File: config.mk
export PLATFORM = sky130hd
export DESIGN_NAME = pid_alu_seq
export DESIGN_NICKNAME = d
export VERILOG_FILES = /design/src/rtl/pid_alu_seq.sv
export SDC_FILE = /design/constraint.sdc
export NUM_CORES = 1
export LEC_CHECK = 0
export BUFFER_PORTS_ARGS = -buffer_cell sky130_fd_sc_hd__buf_2
export CORE_MARGIN = 1
export CORE_UTILIZATION = 48
export CTS_BUF_LIST = sky130_fd_sc_hd__clkbuf_8
export CTS_CLUSTER_DIAMETER = 80
export DETAILED_ROUTE_END_ITERATION = 10
export PLACE_DENSITY_LB_ADDON = 0.1
export SLEW_MARGIN = 20
export SYNTH_ARGS = -nofsm -noshare
export SYNTH_HDL_FRONTEND = slang
export SYNTH_SLANG_ARGS = --single-unit
File: constraint.sdc
create_clock -name clk -period 1.6 [get_ports clk]
set_input_delay 0.24 -clock clk [delete_from_list [all_inputs] [get_ports clk]]
set_output_delay 0.24 -clock clk [all_outputs]
set_load 0.01 [all_outputs]
File: src/rtl/pid_alu_seq.sv
`default_nettype none
// ============================================================================
//  Module      : pid_alu_seq
//  Description : Control sequencer for the shared PID ALU. One control cycle
//                per accepted `go`: six-channel A2D sweep into a weighted
//                error sum, error saturation, decimated integrator update,
//                P/I products, and saturated right/left drive values.
//  Revision    : 1.0  initial release
// ============================================================================
module pid_alu_seq #(
  parameter int SETTLE  = 4,
  parameter int INT_DEC = 4
) (
  input  logic        clk,
  input  logic        rst_n,
  input  logic        go,
  input  logic        cnv_cmplt,
  input  logic [15:0] dst,
  output logic [2:0]  chnnl,
  output logic        strt_cnv,
  output logic [2:0]  src1sel,
  output logic [2:0]  src0sel,
  output logic        multiply,
  output logic        sub,
  output logic        mult2,
  output logic        mult4,
  output logic        saturate,
  output logic [15:0] Accum,
  output logic [15:0] Pcomp,
  output logic [11:0] Error,
  output logic [11:0] Intgrl,
  output logic [11:0] Icomp,
  output logic [11:0] rht_reg,
  output logic [11:0] lft_reg,
  output logic        busy,
  output logic        done
);

  // Counter widths; a parameter of 1 still needs a 1-bit counter.
  localparam int SC_W = (SETTLE  > 1) ? $clog2(SETTLE)  : 1;
  localparam int IC_W = (INT_DEC > 1) ? $clog2(INT_DEC) : 1;
  localparam logic [SC_W-1:0] SETTLE_LAST = SC_W'(SETTLE - 1);
  localparam logic [IC_W-1:0] INT_LAST    = IC_W'(INT_DEC - 1);

  typedef enum logic [3:0] {
    S_IDLE   = 4'd0,
    S_SETTLE = 4'd1,
    S_CONV   = 4'd2,
    S_WAIT   = 4'd3,
    S_ACCUM  = 4'd4,
    S_ERR    = 4'd5,
    S_INTG   = 4'd6,
    S_ICOMP  = 4'd7,
    S_PCOMP  = 4'd8,
    S_RHT1   = 4'd9,
    S_RHT2   = 4'd10,
    S_LFT1   = 4'd11,
    S_LFT2   = 4'd12
  } state_t;

  state_t            state_q;
  logic [2:0]        ch_q;
  logic [SC_W-1:0]   set_cnt_q;
  logic [IC_W-1:0]   int_cnt_q;
  logic [15:0]       accum_q;
  logic [15:0]       pcomp_q;
  logic [11:0]       error_q;
  logic [11:0]       intgrl_q;
  logic [11:0]       icomp_q;
  logic [11:0]       rht_q;
  logic [11:0]       lft_q;
  logic              done_q;

  // Sequencer: state advance and capture of the ALU result into working registers.
  always_ff @(posedge clk or negedge rst_n) begin
    if (!rst_n) begin
      state_q   <= S_IDLE;
      ch_q      <= '0;
      set_cnt_q <= '0;
      int_cnt_q <= '0;
      accum_q   <= '0;
      pcomp_q   <= '0;
      error_q   <= '0;
      intgrl_q  <= '0;
      icomp_q   <= '0;
      rht_q     <= '0;
      lft_q     <= '0;
      done_q    <= 1'b0;
    end else begin
      done_q <= 1'b0;
      case (state_q)
        S_IDLE: begin
          if (go) begin
            accum_q   <= '0;
            ch_q      <= 3'd0;
            set_cnt_q <= '0;
            state_q   <= S_SETTLE;
          end
        end
        S_SETTLE: begin
          if (set_cnt_q == SETTLE_LAST) begin
            set_cnt_q <= '0;
            state_q   <= S_CONV;
          end else begin
            set_cnt_q <= set_cnt_q + 1'b1;
          end
        end
        S_CONV: state_q <= S_WAIT;
        S_WAIT: begin
          // Only a completion seen while waiting counts; earlier pulses are lost.
          if (cnv_cmplt) state_q <= S_ACCUM;
        end
        S_ACCUM: begin
          accum_q <= dst;
          if (ch_q == 3'd5) begin
            state_q <= S_ERR;
          end else begin
            ch_q    <= ch_q + 3'd1;
            state_q <= S_SETTLE;
          end
        end
        S_ERR: begin
          error_q <= dst[11:0];
          state_q <= S_INTG;
        end
        S_INTG: begin
          // Integrator is refreshed only on the last cycle of each decimation period.
          if (int_cnt_q == INT_LAST) intgrl_q <= dst[11:0];
          state_q <= S_ICOMP;
        end
        S_ICOMP: begin
          icomp_q <= dst[11:0];
          state_q <= S_PCOMP;
        end
        S_PCOMP: begin
          pcomp_q <= dst;
          state_q <= S_RHT1;
        end
        S_RHT1: begin
          accum_q <= dst;
          state_q <= S_RHT2;
        end
        S_RHT2: begin
          rht_q   <= dst[11:0];
          state_q <= S_LFT1;
        end
        S_LFT1: begin
          accum_q <= dst;
          state_q <= S_LFT2;
        end
        S_LFT2: begin
          lft_q <= dst[11:0];
          if (int_cnt_q == INT_LAST) int_cnt_q <= '0;
          else                       int_cnt_q <= int_cnt_q + 1'b1;
          done_q  <= 1'b1;
          state_q <= S_IDLE;
        end
        default: state_q <= S_IDLE;
      endcase
    end
  end

  // Moore decode of the ALU control lines; non-ALU states leave them at default.
  always_comb begin
    src1sel  = 3'b000;
    src0sel  = 3'b000;
    multiply = 1'b0;
    sub      = 1'b0;
    mult2    = 1'b0;
    mult4    = 1'b0;
    saturate = 1'b0;
    case (state_q)
      S_ACCUM: begin
        // Odd channels are the left sensors and subtract; outer pairs weigh more.
        sub   = ch_q[0];
        mult2 = (ch_q == 3'd2) || (ch_q == 3'd3);
        mult4 = (ch_q == 3'd4) || (ch_q == 3'd5);
      end
      S_ERR: begin
        src0sel  = 3'b101;
        saturate = 1'b1;
      end
      S_INTG: begin
        src1sel  = 3'b011;
        src0sel  = 3'b001;
        saturate = 1'b1;
      end
      S_ICOMP: begin
        src1sel  = 3'b001;
        src0sel  = 3'b001;
        multiply = 1'b1;
      end
      S_PCOMP: begin
        src1sel  = 3'b010;
        src0sel  = 3'b100;
        multiply = 1'b1;
      end
      S_RHT1: begin
        src1sel = 3'b100;
        src0sel = 3'b011;
        sub     = 1'b1;
      end
      S_RHT2: begin
        src0sel  = 3'b010;
        sub      = 1'b1;
        saturate = 1'b1;
      end
      S_LFT1: begin
        src1sel = 3'b100;
        src0sel = 3'b011;
      end
      S_LFT2: begin
        src0sel  = 3'b010;
        saturate = 1'b1;
      end
      default: begin
      end
    endcase
  end

  assign chnnl    = ch_q;
  assign strt_cnv = (state_q == S_CONV);
  assign busy     = (state_q != S_IDLE);
  assign done     = done_q;
  assign Accum    = accum_q;
  assign Pcomp    = pcomp_q;
  assign Error    = error_q;
  assign Intgrl   = intgrl_q;
  assign Icomp    = icomp_q;
  assign rht_reg  = rht_q;
  assign lft_reg  = lft_q;

endmodule
`default_nettype wire

# --- Word level (Yosys, flattened, before mapping) ---
# Index checks and enable logic that the tools add are counted.
totals:
  regBits: 104
  input_bits: 20
  elab_cells: 78
op_classes:
  addsub: 3
  n_eq_ne: 22
  n_mux: 22
  reduce_logical: 19
ops:
  columns: ["operator", "count"]
  rows:
  - ["case mux 4 bit (12 select lines)", 1]
  - ["case mux 16 bit (2 select lines)", 1]
  - ["equality test 4 bit, second input constant", 5]
  - ["equality test 4 x 3 -> 1 bit, second input constant", 4]
  - ["two-way mux 16 bit", 1]
  - ["case mux 3 bit (5 select lines)", 1]
  - ["two-way mux 4 bit", 3]
  - ["case mux 3 bit (4 select lines)", 1]
  - ["OR reduction 2 bit", 5]
  - ["two-way mux 3 bit", 3]
  - ["equality test 4 x 2 -> 1 bit, second input constant", 2]
  - ["inequality test 2 bit, second input constant", 4]
  - ["equality test 3 x 2 -> 1 bit, second input constant", 2]
  - ["equality test 3 bit, second input constant", 2]
  - ["two-way mux 2 bit", 3]
  - ["case mux 3 bit (2 select lines)", 1]
  - ["AND reduction 2 bit", 3]
  - ["AND reduction 3 bit", 2]
  - ["nonzero test 2 bit", 3]
  - ["two-way mux 1 bit", 5]
  - ["adder 2 x 1 -> 2 bit, second input constant", 2]
  - ["equality test 2 bit, second input constant", 2]
  - ["equality test 4 x 1 -> 1 bit, second input constant", 1]
  - ["zero test 4 bit", 1]
  - ["other kinds (7)", 8]

# --- Depth between registers and ports, before layout ---
# Gate-level depths: netlist (run 1).
depth:
  depth_word: 4
  mapped_depth: 6

# --- Worst setup path after synthesis (run 1) ---
# Ideal clock, no wire load.
synth_path:
  path_kind: "register -> register"
  start: "reg state_q[2]"
  end: "reg pcomp_q[10], in the netlist Pcomp[10]"
  arrival_time_ns: 1.469
  required_time_ns: 1.475
  path_slack_ns: 0.006
  path_stages_with_launch: 5
  cell_sequence: "dfrtp_1 > nand2b_1 > nor3_4 > buf_6 > mux2_2"
synth_via:
  elab_chain_len: 1
synth_rtl:
  columns: ["element", "line", "source"]
  rows:
  - ["start, declared", "61", "state_t state_q;"]
  - ["start signal, assigned", "77", "state_q <= S_IDLE;"]
  - ["start signal, assigned", "97", "state_q <= S_SETTLE;"]
  - ["start signal, assigned", "103", "state_q <= S_CONV;"]
  - ["equality test 4 bit", "91", "case (state_q)"]
  - ["end signal, assigned", "136", "pcomp_q <= dst;"]
  - ["end, declared", "66", "logic [15:0] pcomp_q;"]
# Every way passes these cells.
# A chain may end at the register's enable or synchronous reset.

# --- Worst setup path in the final report (run 1) ---
layout_path:
  start: "reg state_q[3]"
  end: "out mult4"
layout_via:
  elab_chain_len: 2
layout_rtl:
  columns: ["element", "line", "source"]
  rows:
  - ["equality test 4 x 3 -> 1 bit", "172", "case (state_q)"]
  - ["two-way mux 1 bit", "172", null]
  - ["end, declared", "26", "output logic mult4,"]
# Every way passes these cells.

==> metrics.txt, run 1 <==
outcome=complete, but fails checks; violated checks=setup timing; final hold viol count=0; GR Overflow Total=0; Setup violations, final=67; Die ar.=0.009302 mm2; Worst Skew=8.690 ps; Layout area overhead=46.29%; RR Startpoint=state_q[3]; Rel. slew slack=62.20%; leading area contributor after synthesis=dfrtp_1; cell area after synthesis=0.004282 mm2; arrival time at the worst endpoint=1740 ps; VDD IR-drop max=0.9281 mV; clk root buf=clkbuf_8; nets@finish=511; sequential area share after synthesis=60.78%; Clock Path Buffers=2; Avg Inst Size Synth=14.56 um2; drc violations=0; ANT cells=0; top post-synthesis cells by area=dfrtp_1 61%, mux2_2 21%, a22o_1 4.1%; CTS buffer count=9; Slew Limit Fails=0; hold path start=dst[14]; worst setup path startpoint=state_q[3]; clk slew on worst S/H paths=100 ps; max incr delay on CP=570 ps; Final HPWL DP=6848 um; Syn Inst Count=between 200 and 300; Final Wtd Congestion=0.8144; Total GRT Usage=about a quarter; routed vias=3136; initial antenna violation count=0; # clock sinks=104; drt pass-1 iters=4; htree depth=3; slowest cell on the critical path=or4b_4; RSZ-0062 raised after global routing=yes; Initial Util=49.34%; largest net degree at the start of global routing=105; ys flop type=dfrtp_1; library cells used by synthesis=38; crit-path cells=buf_6, or4b_4, nor2_2, buf_2; synthesized flop and latch total=104; crit path launch type=flop; drt wl/cell=18.56 um; Worst Hold Class=input port to flop; placement row count=34; fin util=72.17%; worst setup margin=-379.1 ps; CP Capture Type=primary output; max cap viols=0; fin crit share=123.7%; layout cells sized above 1=between 60% and 70%; First DRT Iteration DRCs=123; die height=96.45 um; clock latency on the worst-skew pair=360 ps; CTS tree=done; final wirelength=11080 um; I/O Buffers=128; Cell Pwr Density=1959 mW/mm2; share of the synthesized area in the top cell type=about three fifths; Routed Antenna Nets=0; Syn. warnings=0; fmax=505.3 MHz; die width=96.45 um; leak pwr=between 3 and 4 nW; WS Path Type=flop to primary output; Period minus WS final=between 1500 and 2000 ps; IO Count=129; syn_nets=around 320; vias in the first global route=2983; CP Data Required Time=1360 ps; first-pass GRT wire length=16040 um; Post-synth EDFFs=0; pin slew with the least headroom to its limit=567.0 ps; drt via density=approximately 5.3; Worst Path Max Fanout=7; ys async rst share=between 90% and 100%; core area=0.008678 mm2; DP Worst Slack=-97.48 ps
## layout make-up
type	count	area, um2
clock inverters	6	102.6
flip-flops and latches	104	2608
fillers	624	2415
multi-input cells	168	1868
clock buffers	10	137.6
well taps	108	135.1
inverters	7	26.28
repair buffers	194	1386
## Yosys cell counts (all sizes together), types with 2 or more instances
| cell type | n |
|---|---|
| a21o | 2 |
| inv | 7 |
| nor3 | 5 |
| nor2 | 10 |
| a21oi | 6 |
| nor4 | 2 |
| o21ai | 4 |
| o22a | 2 |
| nand2 | 6 |
| ha | 7 |
| a22o | 20 |
| or2 | 2 |
| mux2 | 79 |
| dfrtp | 104 |
| nand2b | 4 |
| buf | 15 |
| xnor2 | 2 |
| and2 | 2 |
## layer usage
layer  vias to the layer above  track usage, %  wire length, um
met4                         0           7.598              198
met3                        13           5.712              635
li1                       1435               -                -
met5                         -               0                0
met2                        96           34.57             5157
met1                      1592           34.49             5087
## layout by cell type, fill, tap and decap left out, types with 5 or more instances in the layout
master,Yosys,final
a22o_1,20,20
buf_12,0,5
buf_2,8,122
buf_4,5,31
buf_6,2,28
clkbuf_8,0,10
dfrtp_1,104,100
ha_1,7,7
inv_1,7,5
mux2_2,78,34
mux2_4,0,45
nand2_1,5,5
nor2_1,10,7
## repair_timing
| action | in CTS | in global routing |
|---|---|---|
| pin swaps | 16 | 10 |
| hold buffers | 1 | 0 |
| gates resized for setup | 73 | 53 |
| endpoints found under the setup margin | 74 | 78 |
| setup buffers | 20 | 8 |
| cloned | 1 | 1 |
| endpoints found under the hold margin | 104 | 0 |
## where the power goes
| group | total [mW] | leakage [nW] | internal [mW] | switching, mW |
|---|---|---|---|---|
| logic | 6.08 | 1.84 | 3.38 | 2.70 |
| clock network | 1.88 | 0.120 | 0.949 | 0.935 |
| registers | 4.30 | 1.29 | 3.68 | 0.615 |
| total | 12.3 | 3.25 | 8.02 | 4.25 |
## worst max-delay path: cells and delay by family (launching register included)
family	cells	cell delay, ps
flip-flops	1	460
AND/OR/NAND/NOR	2	660
buffers and inverters	2	260
## worst paths after layout
path | end | slack (ps) | cells after the start
max | mult4 | -380 | 4
min | Accum[14] | 110 | 2
max reg2reg | chnnl[1] | -210 | 6
min reg2reg | Accum[8] | 510 | 1
max in group asynchronous | state_q[1] | 690 | 3
min in group asynchronous | chnnl[2] | 450 | 3
## kinds of logic (layout without fill, tap and decap cells)
| kind of cell | count (synthesis) | after routing | synth area share, % |
|---|---|---|---|
| multiplexers | 79 | 79 | 20.78 |
| flip-flops | 104 | 104 | 60.78 |
| XOR/XNOR | 2 | 2 | 0.4092 |
| adder cells (fa/ha/maj) | 7 | 7 | 2.045 |
| AND/OR/NAND/NOR | 38 | 39 | 5.494 |
| AO/OA/AOI/OAI | 41 | 41 | 7.452 |
| buffers and inverters | 23 | 217 | 3.039 |
## per-stage QoR
stage                     hold slack (ps)  cell area, um2  TNS [ps]  power, mW  instances
after global placement              353.4            5311     -1209      8.924        553
after floorplan                    -55.59            4282         0      6.920        294
after detailed placement            352.3            5311     -2193      9.051        553
after CTS                           98.76            6000     -6445      11.89        590
after global routing                96.76            6264    -12600      13.01        597
final                               114.3            6264     -9461      12.27        597
(Power assumes the default switching activity.)
==> run 2, diff against run 1 <==
Settings changed: CORE_UTILIZATION 48 to 45, GPL_ROUTABILITY_DRIVEN from default to 0.
==> metrics.txt, run 2 (synthesis results as in run 1) <==
P_sw=4.142 mW; outcome=complete, but fails checks; drt wl/cell=17.74 um; sw frac=36.04%; most frequent cells in the layout=123 x buf_2, 100 x dfrtp_1, 61 x mux2_2; combinational share of power=between 40% and 50%; Total GRT Usage=22.45%; Cell Area, Placed=0.005293 mm2; CP Data Required Time=roughly 1400 ps; final hold viol count=0; clk root buf=clkbuf_8; Pint=7.350 mW; drc violations=0; Worst Path Max Fanout=6; vias in the first global route=3175; commonest non-fill, non-tap cell in the layout=buf_2; Clock Path Buffers=2; drt via density=5.100; largest net degree at the start of global routing=39; Period minus WS final=1930 ps; Setup violations, final=45; hold path start=dst[12]; Routed Antenna Nets=0; Worst Hold Class=input port to flop; nets@finish=502; die height=99.55 um; GR Overflow Total=0; worst setup path startpoint=state_q[3]; violated checks=setup timing; final wirelength=10810 um; drt pass-1 iters=7; max cap viols=0; fmax=between 500 and 600 MHz; First DRT Iteration DRCs=119; Slew Limit Fails=0; Clock power frac=14.1%; Rel. slew slack=roughly 70%; Reg power frac=37.7%; Final HPWL DP=7094 um; placement row count=35; Die ar.=0.009909 mm2; initial antenna violation count=0; layout cells sized above 1=between 60% and 70%; max incr delay on CP=470 ps; pin slew with the least headroom to its limit=approximately 460 ps; arrival time at the worst endpoint=1690 ps; cell area after layout=0.005995 mm2; htree depth=3; Worst Skew=11.72 ps; Initial Util=46.34%; slowest cell on the critical path=dfrtp_2; worst setup margin=-330.3 ps; VDD IR-drop max=0.9238 mV; WS Path Type=flop to primary output; clk slew on worst S/H paths=100 ps; routed vias=3106; crit-path cells=buf_4, xnor2_1, a211oi_1, or2_2, buf_2; leak pwr=3.018 nW; fin crit share=120.6%; ANT cells=0; RSZ-0062 raised after global routing=yes; CTS buffer count=9; hold slack=117.2 ps; CTS tree=done; die width=99.55 um; # clock sinks=104; Cell Pwr Density=1917 mW/mm2; core area=0.009240 mm2; Layout area overhead=40.01%; IO Count=129; RR Startpoint=state_q[3]; I/O Buffers=~130; crit path launch type=flop; CP Capture Type=primary output; clock latency on the worst-skew pair=roughly 360 ps; first-pass GRT wire length=roughly 17000 um
[run 2: final cells by class]
class | instances | area [um2]
sequential | 104 | 2608
multi-input combinational | 167 | 1728
tap | 129 | 161.4
clock buffer | 11 | 151.4
fill | 738 | 3246
inverter | 7 | 28.78
timing repair buffer | 186 | 1271
clock inverter | 5 | 46.29
[run 2: path summary, 6_finish.rpt]
check	end	slack, ps	cells after the start
min	Accum[12]	120	2
min reg2reg	Icomp[4]	500	1
max in group asynchronous	state_q[2]	670	3
max	saturate	-330	5
min in group asynchronous	Icomp[0]	350	2
max reg2reg	Pcomp[5]	-100	7
[run 2: power groups by stage]
| stage | sequential, mW | clock [mW] | combinational, mW |
|---|---|---|---|
| floorplan | 4.71 | 0 | 2.21 |
| global route | 4.45 | 1.77 | 5.95 |
| CTS | 4.30 | 1.67 | 5.02 |
| global placement | 4.28 | 0 | 4.49 |
| detailed placement | 4.32 | 0 | 4.58 |
| finish | 4.33 | 1.62 | 5.54 |
[run 2: critical path: cells and delay by family, from the launching register on]
family | cells | cell delay, ps
AND/OR/NAND/NOR | 1 | 280
AO/OA/AOI/OAI | 1 | 100
XOR/XNOR | 1 | 170
buffers and inverters | 2 | 320
flip-flops | 1 | 470
[run 2: per-stage QoR]
| step | total power [mW] | utilization, % | setup WS (ps) | setup TNS [ps] | instances |
|---|---|---|---|---|---|
| 2_1_floorplan | 6.920 | - | 6.235 | 0 | 294 |
| 4_1_cts | 10.98 | 62.09 | -290.9 | -2925 | 600 |
| 5_1_grt | 12.18 | 64.87 | -419.5 | -7210 | 609 |
| 3_5_place_dp | 8.905 | 57.28 | -11.19 | -17.14 | 566 |
| 3_3_place_gp | 8.774 | 57.28 | 5.121 | 0 | 566 |
| 6_report | 11.49 | 64.87 | -330.3 | -4419 | 609 |
[run 2: routing by layer]
metal	vias up	track usage [%]	wire, um
met5	-	0	0
met4	0	9.389	200
met3	16	5.622	618
met2	94	35.95	5353
met1	1576	29.25	4633
li1	1420	-	-
[run 2: timing repair]
| action | CTS | global route |
|---|---|---|
| hold buffers | 1 | 0 |
| buffers inserted | 20 | 11 |
| hold endpoints to repair | 31 | 0 |
| pin swaps | 9 | 7 |
| gates resized for setup | 31 | 48 |
| setup endpoints to repair | 23 | 69 |
==> run 3, diff against run 2 <==
Settings changed: SETUP_SLACK_MARGIN from default to 0.02.
==> metrics.txt, run 3 (synthesis results as in run 1) <==
Worst Skew=roughly 8.0 ps; Cell Area, Placed=0.005305 mm2; initial antenna violation count=0; Period minus WS final=1967 ps; drt pass-1 iters=4; clock latency on the worst-skew pair=370 ps; pin slew with the least headroom to its limit=447.4 ps; Worst Hold Class=input port to flop; final hold viol count=0; drt wl/cell=18.76 um; first-pass GRT wire length=16720 um; layout cells sized above 1=between 60% and 70%; clk slew on worst S/H paths=100 ps; WS Path Type=flop to primary output; placement row count=35; Fillers=739; fin crit share=122.9%; Clock Path Buffers=2; RSZ-0062 raised after global routing=yes; ANT cells=0; Slew Limit Fails=0; fmax=between 500 and 600 MHz; CP Capture Type=primary output; most frequent cells in the layout=124 x buf_2, 100 x dfrtp_1, 71 x mux2_2; max incr delay on CP=530 ps; routed vias=3161; final wirelength=11420 um; total power=approximately 12 mW; # clock sinks=104; crit-path cells=buf_6, or4b_4, nor2_1, buf_2; Initial Util=between 40% and 50%; outcome=complete, but fails checks; nets@finish=502; core area=between 0.009 and 0.01 mm2; crit path launch type=flop; First DRT Iteration DRCs=73; vias in the first global route=a little over 3000; Die ar.=0.009909 mm2; htree depth=3; CTS buffer count=9; Worst Path Max Fanout=6; Layout area overhead=40.42%; Rel. slew slack=70.17%; Final HPWL DP=7216 um; worst setup margin=-366.5 ps; Total GRT Usage=~22%; VDD IR-drop max=0.8979 mV; die height=around 100 um; cell area after layout=0.006012 mm2; I/O Buffers=128; clk root buf=clkbuf_8; violated checks=setup timing; Routed Antenna Nets=0; Setup TNS=-5808 ps; leak pwr=approximately 3.0 nW; largest net degree at the start of global routing=43; drt via density=5.190; commonest non-fill, non-tap cell in the layout=buf_2; CTS tree=done; IO Count=129; slowest cell on the critical path=or4b_4; GR Overflow Total=0; CP Data Required Time=1360 ps; DP Worst Slack=-34.61 ps; Setup violations, final=37; drc violations=0; R2R Setup Slk=-130 ps; die width=99.55 um; Cell Pwr Density=1923 mW/mm2; max cap viols=0; arrival time at the worst endpoint=roughly 1700 ps
## run 3: worst max-delay path: cells and delay by family (launching register included)
kind / cells / cell delay (ps)
and+or+nand+nor: 2 / 640
DFF: 1 / 470
buffers and inverters: 2 / 260
## run 3: per-stage QoR
stage / instances / util (%) / hold slack, ps
floorplan: 294 / - / -55.59
global placement: 565 / 57.41 / 213.2
detailed placement: 565 / 57.41 / 210.7
CTS: 590 / 61.23 / 85.25
global route: 609 / 65.06 / 97.46
finish: 609 / 65.06 / 106.6
## run 3: worst paths after layout
kind,startpoint,end,cells past startpoint
hold / removal,dst[12],Accum[12],2
max in group asynchronous,rst_n,state_q[1],3
hold reg to reg,Icomp[4],Icomp[4],1
setup / recovery,state_q[0],mult4,4
min in group asynchronous,rst_n,rht_reg[0],2
setup reg to reg,state_q[3],Accum[10],8
## run 3: power breakdown
part / leakage, nW / total (mW) / internal, mW / switching (mW)
Combinational: 1.62 / 5.64 / 3.00 / 2.63
Clock: 0.0912 / 1.58 / 0.629 / 0.953
Sequential: 1.29 / 4.34 / 3.68 / 0.659
## run 3: layer usage
metal / GRT usage (%) / vias to the layer above / part of all wire, %
met3: 5.762 / 13 / 5.1
met4: 6.674 / 0 / 1.3
met1: 31.03 / 1619 / 46
met5: 0 / - / 0
met2: 35.04 / 104 / 48
li1: - / 1425 / -
## run 3: cell type report
class,instances,area [um2],share of cell area [%]
Timing Repair Buffer,185,1289,21.44
Inverter,7,26.28,0.4370
Clock inverter,6,48.80,0.8117
Multi-Input combinational cell,168,1742,28.97
Tap cell,129,161.4,2.685
Sequential cell,104,2608,43.37
Clock buffer,10,137.6,2.289
## run 3: what timing repair did
| item | in CTS | in global routing |
|---|---|---|
| cloned | 1 | 1 |
| hold endpoints to repair | 30 | 0 |
| pin swaps | 6 | 13 |
| buffers inserted | 7 | 20 |
| setup endpoints to repair | 77 | 67 |
| hold buffers | 1 | 0 |
| resized for setup | 20 | 51 |
